File: src/rtl/conv2d_tile_engine.sv
// Strided valid-mode 2-D convolution of one tile with one kernel, plus bias and output saturation.
// Products are issued to LANES external DSPs. Define CONV_RELU_EN to clamp negative results to zero.
module conv2d_tile_engine #(
  parameter int DATA_W  = 8,
  parameter int IN_DIM  = 6,
  parameter int K_DIM   = 3,
  parameter int STRIDE  = 1,
  parameter int LANES   = 5,
  parameter int DSP_LAT = 1,
  parameter int ACC_W   = 32,
  parameter int OUT_W   = 16,
  localparam int OUT_DIM = (IN_DIM - K_DIM) / STRIDE + 1
) (
  input  logic                              clk,
  input  logic                              rst,
  input  logic                              start,
  input  logic signed [ACC_W-1:0]           bias,
  input  logic [IN_DIM*IN_DIM*DATA_W-1:0]   input_tile,
  input  logic [K_DIM*K_DIM*DATA_W-1:0]     kernel,
  output logic [OUT_DIM*OUT_DIM*OUT_W-1:0]  c_out,
  output logic [LANES*18-1:0]               dsp_a,
  output logic [LANES*18-1:0]               dsp_b,
  output logic                              dsp_ce,
  input  logic [LANES*37-1:0]               dsp_p,
  output logic                              busy,
  output logic                              done
);
  localparam int KK    = K_DIM * K_DIM;
  localparam int BEATS = (KK + LANES - 1) / LANES;
  localparam int NPIX  = OUT_DIM * OUT_DIM;
  localparam int BW    = $clog2(BEATS + 1);
  localparam int DW    = $clog2(OUT_DIM + 1);
  localparam int PW    = $clog2(NPIX + 1);

  localparam logic [1:0] S_IDLE  = 2'd0;
  localparam logic [1:0] S_ISSUE = 2'd1;
  localparam logic [1:0] S_DRAIN = 2'd2;
  localparam logic [1:0] S_DONE  = 2'd3;

  localparam logic signed [ACC_W-1:0] SAT_MAX = ACC_W'((longint'(1) <<< (OUT_W - 1)) - 1);
  localparam logic signed [ACC_W-1:0] SAT_MIN = ~SAT_MAX;

  if ((IN_DIM - K_DIM) % STRIDE != 0 || K_DIM > IN_DIM || DATA_W > 18 || DSP_LAT < 1) begin : g_bad_cfg
    $error("conv2d_tile_engine: illegal parameter combination");
  end

  logic [1:0]                       state;
  logic [IN_DIM*IN_DIM*DATA_W-1:0]  in_r;
  logic [KK*DATA_W-1:0]             ker_r;
  logic signed [ACC_W-1:0]          bias_r, acc, beat_sum, total;
  logic signed [36:0]               p_el;
  logic [BW-1:0]                    beat;
  logic [DW-1:0]                    row, col;
  logic [PW-1:0]                    wr_pix;
  logic [DSP_LAT-1:0]               vld_sr, first_sr, last_sr;
  logic                             beat_last, issue_done, ret_vld, ret_first, ret_last;

  assign dsp_ce     = (state == S_ISSUE);
  assign busy       = (state == S_ISSUE) || (state == S_DRAIN);
  assign done       = (state == S_DONE);
  assign beat_last  = (beat == BW'(BEATS - 1));
  assign issue_done = dsp_ce && beat_last && (row == DW'(OUT_DIM - 1)) && (col == DW'(OUT_DIM - 1));
  assign ret_vld    = vld_sr[DSP_LAT-1];
  assign ret_first  = first_sr[DSP_LAT-1];
  assign ret_last   = last_sr[DSP_LAT-1];
  assign total      = (ret_first ? bias_r : acc) + beat_sum;

  // NOTE: every always_comb output gets a default first so no latch is inferred.
  always_comb begin : operand_mux
    int k, ir, ic;
    logic signed [DATA_W-1:0] a_el, b_el;
    dsp_a = '0;
    dsp_b = '0;
    k = 0; ir = 0; ic = 0;
    a_el = '0; b_el = '0;
    if (state == S_ISSUE) begin
      for (int l = 0; l < LANES; l++) begin
        k = int'(beat) * LANES + l;
        if (k < KK) begin
          ir   = int'(row) * STRIDE + k / K_DIM;
          ic   = int'(col) * STRIDE + k % K_DIM;
          a_el = in_r[(ir * IN_DIM + ic) * DATA_W +: DATA_W];
          b_el = ker_r[k * DATA_W +: DATA_W];
          dsp_a[l*18 +: 18] = 18'(a_el);
          dsp_b[l*18 +: 18] = 18'(b_el);
        end
      end
    end
  end

  always_comb begin : lane_sum
    beat_sum = '0;
    p_el     = '0;
    for (int l = 0; l < LANES; l++) begin
      p_el     = dsp_p[l*37 +: 37];
      beat_sum = beat_sum + ACC_W'(p_el);
    end
  end

  function automatic logic [OUT_W-1:0] clamp(input logic signed [ACC_W-1:0] v);
    logic [OUT_W-1:0] r;
    if (v > SAT_MAX)      r = SAT_MAX[OUT_W-1:0];
    else if (v < SAT_MIN) r = SAT_MIN[OUT_W-1:0];
    else                  r = v[OUT_W-1:0];
`ifdef CONV_RELU_EN
    if (v[ACC_W-1]) r = '0;
`else
`endif
    return r;
  endfunction

  // NOTE: the job snapshot has no reset; it is only consumed after start has loaded it.
  always_ff @(posedge clk) begin
    if (state == S_IDLE && start) begin
      in_r   <= input_tile;
      ker_r  <= kernel;
      bias_r <= bias;
    end
  end

  // NOTE: sequential state uses non-blocking assignments only.
  always_ff @(posedge clk or posedge rst) begin
    if (rst) begin
      state    <= S_IDLE;
      beat     <= '0;
      row      <= '0;
      col      <= '0;
      wr_pix   <= '0;
      acc      <= '0;
      c_out    <= '0;
      vld_sr   <= '0;
      first_sr <= '0;
      last_sr  <= '0;
    end else begin
      vld_sr[0]   <= dsp_ce;
      first_sr[0] <= dsp_ce && (beat == '0);
      last_sr[0]  <= dsp_ce && beat_last;
      for (int i = 1; i < DSP_LAT; i++) begin
        vld_sr[i]   <= vld_sr[i-1];
        first_sr[i] <= first_sr[i-1];
        last_sr[i]  <= last_sr[i-1];
      end

      // Returns arrive in issue order, so a running write index addresses the pixel.
      if (ret_vld) acc <= total;
      if (ret_vld && ret_last) begin
        c_out[int'(wr_pix)*OUT_W +: OUT_W] <= clamp(total);
        wr_pix <= wr_pix + 1'b1;
      end

      case (state)
        S_IDLE: begin
          if (start) begin
            state  <= S_ISSUE;
            beat   <= '0;
            row    <= '0;
            col    <= '0;
            wr_pix <= '0;
          end
        end
        S_ISSUE: begin
          if (beat_last) begin
            beat <= '0;
            if (col == DW'(OUT_DIM - 1)) begin
              col <= '0;
              row <= row + 1'b1;
            end else begin
              col <= col + 1'b1;
            end
          end else begin
            beat <= beat + 1'b1;
          end
          if (issue_done) state <= S_DRAIN;
        end
        S_DRAIN: if (ret_vld && ret_last && wr_pix == PW'(NPIX - 1)) state <= S_DONE;
        S_DONE:  state <= S_IDLE;
        default: state <= S_IDLE;
      endcase
    end
  end
endmodule

File: config.mk
export PLATFORM = sky130hd
export DESIGN_NAME = conv2d_tile_engine
export DESIGN_NICKNAME = d
export VERILOG_FILES = /design/src/rtl/conv2d_tile_engine.sv
export SDC_FILE = /design/constraint.sdc
export NUM_CORES = 2
export LEC_CHECK = 0
export ABC_CLOCK_PERIOD_IN_PS = 26800
export CAP_MARGIN = 40
export CELL_PAD_IN_SITES_DETAIL_PLACEMENT = 0
export CELL_PAD_IN_SITES_GLOBAL_PLACEMENT = 1
export CORE_AREA = 3 3 397 399
export DETAILED_ROUTE_END_ITERATION = 12
export DIE_AREA = 0 0 400 402
export PLACE_DENSITY = 0.65
export SYNTH_ARGS = -nofsm -noshare
export SYNTH_HDL_FRONTEND = slang
export SYNTH_SLANG_ARGS = --single-unit
File: constraint.sdc
create_clock -name clk -period 26.8 [get_ports clk]
set_clock_uncertainty 0.2 [all_clocks]
set_input_delay 6.7 -clock clk [delete_from_list [all_inputs] [get_ports clk]]
set_output_delay 6.7 -clock clk [all_outputs]
set_load 0.05 [all_outputs]
==> results.txt <==
----------------------------------------------------
[Run status]
  Status ... completed

[Yosys]
  Number of enable flip-flop cells after synthesis ... about 390
  Number of synthesized register bits ... approximately 700
  Multiplexer share of the synthesized area ... around a quarter
  Post-synthesis cell count ... 3357
  Average cell area after synthesis ... around 14 um2
  Sequential element share of the synthesized area ... around 42%
  Number of nets in the synthesized netlist ... about 4200
  Compound-Gate Fraction of Synth Area ... a little under a tenth
  Dominant combinational cell family by area after synthesis ... multiplexers
  Synthesized-area fraction occupied by and/or/nand/nor cells ... 5.03%
  Post-synthesis instance area ... 45900 um2
  Library cell occupying the most area in the post-synthesis netlist ... sky130_fd_sc_hd__edfxtp_1
  Area share of the largest cell type after synthesis ... 25.7%
  Arithmetic-cell share of the synthesized area counting full adders, half adders and majority gates ... a little over a tenth
  Cell types with the largest area share after synthesis ... sky130_fd_sc_hd__edfxtp_1 (26%), sky130_fd_sc_hd__mux4_2 (21%), sky130_fd_sc_hd__dfrtp_1 (17%)
  Yosys synthesis warning count ... 0
  Synthesized-area fraction occupied by xor and xnor cells ... roughly 1.9%
  Ys async rst share ... between 40% and 50%
  Library cells used by synthesis ... 75
  Post-synth top flop ... sky130_fd_sc_hd__edfxtp_1

[Route]
  Residual antenna-violating net count after detailed routing ... 0
  Iter 0 DRT Violations ... 2723
  DRC Markers ... 0
  Avg Vias per Cell ... ~5.3
  Number of vias after detailed routing ... 33500
  Final routed wire length divided by cell count ... between 20 and 30 um
  Wirelength, routed ... 177000 um
  Detailed-routing iteration count for the pre-antenna-repair pass ... 7

[Final layout]
  Area growth syn-to-layout ... 33.2%
  Commonest cells after routing, fill and taps aside ... sky130_fd_sc_hd__clkdlybuf4s50_1 (993), sky130_fd_sc_hd__mux4_2 (430), sky130_fd_sc_hd__edfxtp_1 (392)
  Commonest non-fill, non-tap cell in the layout ... sky130_fd_sc_hd__clkdlybuf4s50_1
  Fraction of final layout cells sized beyond drive strength 1 ... between 10% and 20%
  Cell Count, Final, Fillers Out ... about 6400
  Filler cell count ... 14700
  Total number of nets in the final design ... between 5000 and 6000

[STA]
  Setup total negative slack ... 0 ns
  Number of failing hold endpoints at the final stage ... 0
  Worst rel slew slack ... 39.4%
  Slew at the pin closest to its max-slew limit ... around 0.9 ns
  Finish-stage setup viols ... 0
  Setup repair after global routing missed its margin ... no
  Peak clock frequency supported by timing ... ~60 MHz
  Max Transition Viols Final ... 0
  Crit path time final ... approximately 17 ns
  Post-route clock period utilization ... roughly three fifths
  Fin worst setup slack ... between 10 and 15 ns

[Die]
  Num rows ... between 100 and 150
  Starting Density ... between 20 and 30%
  Area of the die ... approximately 160000 um2
  Overall die width ... ~400 um
  Vert. Die Dim ... around 400 um
  I/O pin count ... approximately 1000
  Core area ... approximately 150000 um2

[CTS]
  Clock tree from TritonCTS ... done
  Post-CTS setup buffers ... 0
  Maximum count of clock buffers along a single path ... 3
  Number of levels the H-tree was split into ... 3
  Post-CTS sizing ... 0
  Hold bufs inserted after CTS ... 0
  Insertion delay of the later-clocked pin in the worst-skew pair ... around 0.7 ns
  Count of clock tree sinks ... between 600 and 700
  Clock-pin slew on the worst setup and hold paths ... ~0.060 ns
  Root Buffer ... sky130_fd_sc_hd__clkbuf_16
  CTS Buf Count ... 86

[Placement]
  IO Port Bufs ... slightly below 1000
  Routability congestion estimate from global placement ... approximately 0.88
  Number of cells in the design after placement ... approximately 6000
  Worst setup slack before clock tree synthesis ... between 10 and 15 ns
  Post-DP HPWL ... 137000 um

[Critical path]
  Arrival time of the worst setup path ... between 9 and 10 ns
  Required time of the critical path ... 19.90 ns
  Setup crit end kind ... output port
  Top Family by Delay on Critical Path ... adder cells
  Biggest cell delay along the critical path ... ~0.87 ns
  Highest fanout seen on the critical path ... 49
  Worst reg2reg path startpoint ... first_sr$_DFF_PP0_
  Source of the critical timing path ... beat[0]$_DFFE_PP0P_
  Type of element launching the critical path ... register
  Critical Path Slowest Stage Cell ... sky130_fd_sc_hd__clkdlybuf4s50_1
  CP most frequent cell ... sky130_fd_sc_hd__inv_1
  Category of the critical setup timing path ... register to output port
  Ordered list of cells on the worst path ... buf_12, inv_1, ha_1, inv_1, ha_1, or3b_2, a221oi_1, or3_1, inv_1, fa_1, inv_1, ha_1, fa_1, fa_2, buf_4, mux4_2, mux4_2, a21oi_1, nor2_1, a21oi_1, nor2_1, clkdlybuf4s50_1
  Buf+Inv Stages, Crit Path ... 7

[GRT]
  Grt ovf ... 0
  Total global-route track usage ... between 20 and 25%
  First-pass GRT wire length ... about 250000 um
  Vias in the first global route ... between 30000 and 40000
  Largest net degree at the start of global routing ... roughly 110
  Number of antenna violations at the first check in global routing ... 26

[Pwr]
  Standby leakage power ... 23.2 nW
  Power density normalized to cell area ... between 70 and 80 nW/um2
  Maximum vdd ir drop ... around 0.084 mV

[Flow run]
  Max-cap viol count ... 0

[Hold path]
  Source of the worst hold timing path ... c_out[47]$_DFFE_PP0P_
  Worst hold-check path type ... register to register

----------------------------------------------------
==> final timing paths <==
path                       slack (ns)                      to  depth (start not counted)
min in group asynchronous        6.35   c_out[35]$_DFFE_PP0P_                          2
setup reg to reg                19.49  c_out[122]$_DFFE_PP0P_                         19
max in group asynchronous       18.66     beat[0]$_DFFE_PP0P_                          3
hold / removal                   0.28   c_out[47]$_DFFE_PP0P_                          2
setup / recovery                10.28               dsp_a[77]                         22
hold reg to reg                  0.28   c_out[47]$_DFFE_PP0P_                          2
==> metrics by stage <==
step	util [%]	cell area [um2]	hold slack, ns	total power (W)
2_1_floorplan	-	45900	0.277	0.00265
6_report	39.6	61100	0.275	0.00467
3_5_place_dp	37.7	58100	0.270	0.00351
5_1_grt	39.6	61100	0.305	0.00488
3_3_place_gp	37.3	57500	0.261	0.00348
4_1_cts	39.6	61000	0.283	0.00472
==> layer usage <==
layer | vias to the layer above | global-route usage (%) | wire length [um]
li1 | 14600 | - | -
met4 | 20 | 6.75 | 5330
met5 | - | 0 | 137
met3 | 264 | 5.81 | 15000
met1 | 17200 | 26.2 | 67800
met2 | 1443 | 37.1 | 88900
==> report_power, final <==
group	internal, W	switching, W	total [W]
Combinational	0.000687	0.00143	0.00211
Clock	0.000682	0.000507	0.00119
Sequential	0.00128	0.0000882	0.00137
==> sequential cells by signal (all words and copies together), names as in the netlist <==
signal	flops
col	3
beat	2
first_sr	1
c_out	256
wr_pix	5
last_sr	1
state	2
ker_r	72
in_r	288
ret_vld	1
acc	32
row	3
bias_r	32
==> synth_stat cells (47+ instances only) <==
| cell type | n |
|---|---|
| sky130_fd_sc_hd__mux4_2 | 430 |
| sky130_fd_sc_hd__edfxtp_1 | 392 |
| sky130_fd_sc_hd__dfrtp_1 | 306 |
| sky130_fd_sc_hd__inv_1 | 220 |
| sky130_fd_sc_hd__a22o_1 | 182 |
| sky130_fd_sc_hd__ha_1 | 160 |
| sky130_fd_sc_hd__nand2_1 | 158 |
| sky130_fd_sc_hd__fa_1 | 148 |
| sky130_fd_sc_hd__clkbuf_1 | 145 |
| sky130_fd_sc_hd__a21oi_1 | 138 |
| sky130_fd_sc_hd__nor2_1 | 127 |
| sky130_fd_sc_hd__mux2i_1 | 121 |
| sky130_fd_sc_hd__buf_4 | 100 |
| sky130_fd_sc_hd__o21ai_0 | 93 |
| sky130_fd_sc_hd__xnor2_1 | 62 |
| sky130_fd_sc_hd__mux2_2 | 61 |
| sky130_fd_sc_hd__and2_1 | 51 |
| sky130_fd_sc_hd__buf_1 | 47 |
==> layout make-up <==
class,count,area (um2),share of cell area (%)
Clock buffer,107,2310,3.78
Antenna cell,14,35.0,0.0573
Tap cell,2044,2560,4.19
Multi-Input combinational cell,2118,24200,39.6
Inverter,221,837,1.37
Sequential cell,698,19400,31.8
Clock inverter,51,597,0.977
Timing Repair Buffer,1104,11100,18.2
==> cell families after synthesis <==
| family | Yosys count |
|---|---|
| compound gates | 610 |
| xor+xnor | 97 |
| fa+ha+maj | 308 |
| buf+inv | 541 |
| flops | 698 |
| mux | 612 |
| other cells | 1 |
| simple gates | 490 |
==> worst register-to-register path, stage by stage, from the launching register on <==
cell and delay [ns]:
sky130_fd_sc_hd__dfrtp_2 0.34, sky130_fd_sc_hd__buf_4 0.54, sky130_fd_sc_hd__mux2i_1 0.53, sky130_fd_sc_hd__fa_1 0.50, sky130_fd_sc_hd__inv_1 0.08, sky130_fd_sc_hd__fa_1 0.46, sky130_fd_sc_hd__fa_1 0.45, sky130_fd_sc_hd__ha_1 0.40
sky130_fd_sc_hd__a21o_1 0.25, sky130_fd_sc_hd__a2111oi_1 0.55, sky130_fd_sc_hd__or2_2 0.23, sky130_fd_sc_hd__a21oi_1 0.16, sky130_fd_sc_hd__o221a_2 0.34, sky130_fd_sc_hd__a2111oi_0 0.40, sky130_fd_sc_hd__nand4_1 0.25, sky130_fd_sc_hd__o41ai_4 0.35
sky130_fd_sc_hd__buf_4 0.34, sky130_fd_sc_hd__nand2_1 0.36, sky130_fd_sc_hd__buf_8 0.28, sky130_fd_sc_hd__a22o_1 0.22
Power figures use the tool's default switching activity.
